## src/rtl/serializador_fila.sv

```systemverilog
// serializador_fila
//   Pulls bytes one at a time from an external queue and shifts each one out
//   MSB first on serial_out. Every byte is followed by a handshake: the block
//   waits in WAIT_ACK until downstream acknowledges. Only then does it count
//   the byte and go back to IDLE.
//
// Ports
//   clock_10khz     in   1  system clock, rising edge
//   reset           in   1  asynchronous, active-high
//   enable_in       in   1  permits starting a new byte transfer
//   len_in          in   8  queue occupancy (queue len_out)
//   data_in         in   8  queue read data (queue data_out)
//   ack_in          in   1  downstream acknowledge of a completed byte
//   dequeue_out     out  1  one-cycle dequeue request (queue dequeue_in)
//   serial_out      out  1  serial data bit, MSB first
//   valid_out       out  1  serial_out carries a valid bit
//   done_out        out  1  byte fully shifted, awaiting ack_in
//   busy_out        out  1  transfer in progress
//   sent_count_out  out  8  acknowledged byte count, wraps at 256
//
// Timing per byte, counted from the REQ cycle (cycle 0):
//   0 REQ, 1 LOAD, 2..9 SHIFT, 10.. WAIT_ACK, then one IDLE cycle.
//   With ack_in already high, dequeue pulses are 12 cycles apart.

module serializador_fila (
    input  logic       clock_10khz,
    input  logic       reset,
    input  logic       enable_in,
    input  logic [7:0] len_in,
    input  logic [7:0] data_in,
    input  logic       ack_in,
    output logic       dequeue_out,
    output logic       serial_out,
    output logic       valid_out,
    output logic       done_out,
    output logic       busy_out,
    output logic [7:0] sent_count_out
);

    localparam logic [2:0] ST_IDLE     = 3'd0;
    localparam logic [2:0] ST_REQ      = 3'd1;
    localparam logic [2:0] ST_LOAD     = 3'd2;
    localparam logic [2:0] ST_SHIFT    = 3'd3;
    localparam logic [2:0] ST_WAIT_ACK = 3'd4;

    logic [2:0] state_q,      state_d;
    logic [7:0] shift_reg_q,  shift_reg_d;
    logic [2:0] bit_cnt_q,    bit_cnt_d;
    logic [7:0] sent_count_q, sent_count_d;

    always_comb begin
        state_d      = state_q;
        shift_reg_d  = shift_reg_q;
        bit_cnt_d    = bit_cnt_q;
        sent_count_d = sent_count_q;

        case (state_q)
            ST_IDLE: begin
                // len_in is looked at only here. Later changes cannot
                // disturb a transfer that has already started.
                if (enable_in && (len_in != '0)) begin
                    state_d = ST_REQ;
                end
            end

            ST_REQ: begin
                state_d = ST_LOAD;
            end

            ST_LOAD: begin
                // The queue shows the dequeued byte in the cycle after the
                // dequeue pulse, which is this cycle.
                shift_reg_d = data_in;
                bit_cnt_d   = '0;
                state_d     = ST_SHIFT;
            end

            ST_SHIFT: begin
                shift_reg_d = {shift_reg_q[6:0], 1'b0};
                bit_cnt_d   = bit_cnt_q + 3'd1;
                if (bit_cnt_q == 3'd7) begin
                    state_d = ST_WAIT_ACK;
                end
            end

            ST_WAIT_ACK: begin
                if (ack_in) begin
                    sent_count_d = sent_count_q + 8'd1;
                    state_d      = ST_IDLE;
                end
            end

            default: begin
                state_d = ST_IDLE;
            end
        endcase
    end

    always_ff @(posedge clock_10khz or posedge reset) begin
        if (reset) begin
            state_q      <= ST_IDLE;
            shift_reg_q  <= '0;
            bit_cnt_q    <= '0;
            sent_count_q <= '0;
        end else begin
            state_q      <= state_d;
            shift_reg_q  <= shift_reg_d;
            bit_cnt_q    <= bit_cnt_d;
            sent_count_q <= sent_count_d;
        end
    end

    // Outputs decode registered state only. No input reaches an output
    // combinationally.
    assign dequeue_out    = (state_q == ST_REQ);
    assign valid_out      = (state_q == ST_SHIFT);
    assign serial_out     = (state_q == ST_SHIFT) && shift_reg_q[7];
    assign done_out       = (state_q == ST_WAIT_ACK);
    assign busy_out       = (state_q != ST_IDLE);
    assign sent_count_out = sent_count_q;

endmodule
```

## config.mk

```make
export PLATFORM = sky130hd
export DESIGN_NAME = serializador_fila
export DESIGN_NICKNAME = d
export VERILOG_FILES = /design/src/rtl/serializador_fila.sv
export SDC_FILE = /design/constraint.sdc
export NUM_CORES = 1
export LEC_CHECK = 0
export ABC_AREA = 1
export CAP_MARGIN = 25
export CORE_ASPECT_RATIO = 1.4
export CORE_MARGIN = 2
export CORE_UTILIZATION = 40
export CTS_BUF_LIST = sky130_fd_sc_hd__clkbuf_4
export CTS_CLUSTER_DIAMETER = 200
export DETAILED_ROUTE_END_ITERATION = 10
export PLACE_DENSITY = 0.69
export SLEW_MARGIN = 0
export SYNTH_ARGS = -nofsm -noshare
export SYNTH_HDL_FRONTEND = slang
export SYNTH_SLANG_ARGS = --single-unit
```

## constraint.sdc

```tcl
create_clock -name clock_10khz -period 3.5 [get_ports clock_10khz]
set_input_delay 0.875 -clock clock_10khz [delete_from_list [all_inputs] [get_ports clock_10khz]]
set_output_delay 0.875 -clock clock_10khz [all_outputs]
set_load 0.02 [all_outputs]
```

==> Word-level counts from Yosys, hierarchy flattened <==
Index checks and enable logic that the tools add are counted.
{ "word_totals": {"reg_bits": 22, "in_bits": 20, "wordCells": 28} }
{ "classes": {"add_sub_neg": 2, "n_eq_ne": 8, "mux": 6, "reduce_logical": 8} }
{ "ops": {"columns": ["cell", "n"], "rows": [
  ["$pmux W8 S2", 1],
  ["$pmux W3 S5", 1],
  ["$mux W3", 3],
  ["$add A8 B1 Y8 const B", 1],
  ["$reduce_bool A8 Y1", 1],
  ["$eq A3 B2 Y1 const B", 2],
  ["$eq A3 B3 Y1 const B", 2],
  ["$pmux W3 S2", 1],
  ["$ne A2 B2 Y1 const B", 2],
  ["$add A3 B1 Y3 const B", 1],
  ["$eq A3 B1 Y1 const B", 1],
  ["$logic_not A3 Y1", 1],
  ["$reduce_and A3 Y1", 1],
  ["$reduce_bool A3 Y1", 1],
  ["$logic_and A1 B1 Y1", 2],
  ["$ne A2 B1 Y1 const B", 1],
  ["$reduce_and A2 Y1", 1],
  ["$reduce_bool A2 Y1", 1]
]} }

==> Depth between registers and ports, before layout <==
{ "depth": {"ltp_word": 4, "depth_mapped": 8} }

==> Worst setup path after synthesis <==
Ideal clock, no wire load.
{ "synth_timing": {"kind": "register to output", "from": "reg state_q[2]", "to": "out serial_out", "arrival_time_ns": 1.202, "t_required_ns": 2.625, "path_slack_ns": 1.423, "path_stages_with_launch": 7, "path_buffers": 1, "cell_sequence": "dfrtp_1 inv_1 nand2_4 nor2_4 buf_6 inv_2 nor2_1"} }
{ "synth_between": {"elab_chain_len": 2} }
{ "synth_rtl": {"columns": ["element", "line_no", "source"], "rows": [
  ["from (decl)", "46", "logic [2:0] state_q, state_d;"],
  ["from (signal assigned)", "106", "state_q <= state_d;"],
  ["$eq A3 B2 Y1", null, null],
  ["net valid_out", "34", "output logic valid_out,"],
  ["$logic_and A1 B1 Y1", "117", "assign serial_out = (state_q == ST_SHIFT) && shift_reg_q[7];"],
  ["to (decl)", "33", "output logic serial_out,"]
]} }
The timed path passes the listed nets, and every way through them passes these cells.

==> Final worst setup path <==
{ "layout_timing": {"from": "reg state_q[2]", "to": "out serial_out"} }
{ "layout_between": {"elab_chain_len": 2} }
{ "layout_rtl": {"columns": ["element", "line_no"], "rows": [
  ["$eq A3 B2 Y1", "117"],
  ["$logic_and A1 B1 Y1", "117"]
]} }
No other way between the ends.

==> qor.csv <==
metric,value,unit
finalSetupViolCount,0,
dp.final_hpwl,1930,um
synthCells,136,
met3RoutedLength,97,um
cp_max_fo,11,
r2r-start,state_q[2],
ant_nets,0,
ios,33,
placeableCoreArea,0.00267,mm2
timing.fmax,0.344,GHz
vias,1001,
cts_buffer_depth,2,
r2r_cells,8,
clkPwrFrac,10.9,%
drtIter0Drc,12,
ys_types,21,
cts.clk_slew.worst_paths,120,ps
port-buffer-count,32,
first_pass_iters,4,
p_sw,0.444,mW
pre_cts_slack,949,ps
grt_pass1_wl,4090,um
synth.avg_cell_area,8.41,um2
antenna_cells,0,
switching_share,42.4,%
maxCapViolations,0,
syn-cell-area,0.00114,mm2
tns,0,ps
dr.max_layer_used,met4,
met1Wirelength,921,um
slew_viol_final,0,
cts_tree,yes,
clockRootBuffer,clkbuf_4,
synthToLayoutAreaGrowth,33.3,%
vias_per_cell,4.84,
hold_end,shift_reg_q[6],
finalWeightedCongestion,0.826,
start_util,42.8,%
comb_power_share,48.9,%
gr-usage-all-layers,15.9,%
wl_per_cell,11.4,um
arrival,2030,ps
cellLeakagePower,0.768,nW
slew_headroom,46.6,%
p_per_area,688,mW/mm2
intPower,0.604,mW
final_hold_viol_count,0,
die_h,67.3,um
whs_path_depth,2,
cts_setup_buffers,0,
holdBufCountCts,0,
r2r-end,state_q[2],
crit_required,2620,ps
numCtsBuffers,3,
ys.warnings.count,0,
drc_errors,0,
rsz0062_at_grt,false,
synth.net_count,159,
irDropWorstVdd,479,uV
tightest_slew,799,ps
skew,3.99,ps
grt_antenna_before_repair,0,
htreeDepth,1,
drive_gt1_share,7.02,%
start_kind,flop,
critical_path.endpoint_type,output port,
fin_ws,591,ps
grt_pass1_vias,1005,
fin_nets,195,
final.min_clock_period,2910,ps
row_count,22,
rrSetupSlack,2030,ps
clock_sinks,22,
synth-seq-cells,22,
clkLatencyLatePin,300,ps
ctsResizeCount,0,
die_area,0.00331,mm2
hold_start,shift_reg_q[6],
grt_max_degree,23,
ys_seq_area_share,48.1,%
wl,2360,um
power_frac_seq,40.2,%
holdCritPathClass,flop to flop,
fin_util,57.1,%
die_w,49.2,um
critPathKind,flop to output port,
fin_crit_sh,83.1,%
wl_met2,1310,um
status,finished clean,
overflow,0,
Yosys cell counts (all sizes together):
cell	n	area, um2
xor2	3	26.3
ha	3	37.5
o211ai	3	27.5
inv	23	86.3
a22o	3	26.3
buf	1	11.3
nand2	50	203
dfrtp	22	551
o221ai	1	8.76
o21ai	3	15.0
nor3	3	26.3
nand3b	3	22.5
nand4	1	6.26
nand3	8	40.0
nor2	9	56.3
per-stage QoR:
stage	instance area (um2)	hold WS, ps	std cells	power, mW
final	1520	524	207	1.05
after global routing	1520	538	207	1.13
after CTS	1520	517	207	1.06
after detailed placement	1500	491	203	0.943
after global placement	1500	490	203	0.926
after floorplan	1140	451	136	0.761
placed cells by master, fill, tap and decap left out, types with 2 or more instances in the layout:
cell type / Yosys / routed
o211ai_1: 2 / 2
inv_1: 21 / 21
dfrtp_1: 22 / 22
inv_2: 2 / 2
nor3_1: 2 / 2
nor2_1: 6 / 6
nand2_4: 2 / 2
ha_1: 3 / 3
nand3b_1: 3 / 3
clkdlybuf4s50_1: 0 / 32
nand3_1: 8 / 8
a22o_1: 3 / 3
clkbuf_4: 0 / 3
nor2_4: 3 / 3
xor2_1: 3 / 3
nand2_1: 48 / 48
o21ai_0: 2 / 2
per-layer routing:
metal,track usage [%],up-vias
li1,-,498
met3,2.43,4
met1,15.5,473
met5,0,-
met2,33.3,26
met4,5.00,0
power by group through the flow:
| stage | Clock (mW) | Combinational (mW) | Sequential [mW] |
|---|---|---|---|
| CTS | 0.117 | 0.519 | 0.421 |
| finish | 0.115 | 0.513 | 0.421 |
| detailed placement | 0 | 0.518 | 0.425 |
| global placement | 0 | 0.503 | 0.423 |
| global route | 0.132 | 0.566 | 0.433 |
| floorplan | 0 | 0.318 | 0.443 |
flip-flops by register name (all words and copies together), names as in the netlist:
signal	count
shift_reg_q	8
sent_count_out	8
bit_cnt_q	3
state_q	3
worst max-delay path, stage by stage, from the launching register on:
cell	delay [ps]
dfrtp_1	390
inv_1	170
nand2_4	130
nor2_4	240
inv_2	100
nor2_1	90
clkdlybuf4s50_1	610
cells by family (layout without fill, tap and decap cells):
family | Yosys count | count (layout) | share of synthesized area (%)
compound gates | 10 | 10 | 6.78
flops | 22 | 22 | 48.1
fa+ha+maj | 3 | 3 | 3.28
buf+inv | 24 | 59 | 8.53
simple gates | 74 | 74 | 31.0
xor+xnor | 3 | 3 | 2.30
final cells by class:
type / count / area [um2]
Sequential cell: 22 / 551
Inverter: 23 / 86.3
Multi-Input combinational cell: 90 / 495
Tap cell: 36 / 45.0
Clock inverter: 1 / 3.75
Timing Repair Buffer: 32 / 320
Clock buffer: 3 / 22.5
Fill cell: 257 / 1150
how the worst max path moves through the flow:
stage,startpoint,to,depth (start not counted)
global route,state_q[2],serial_out,6
floorplan,state_q[2],serial_out,6
detailed placement,state_q[2],serial_out,6
finish,state_q[2],serial_out,6
global placement,state_q[2],serial_out,6
CTS,state_q[2],serial_out,6
(Power assumes the default switching activity.)
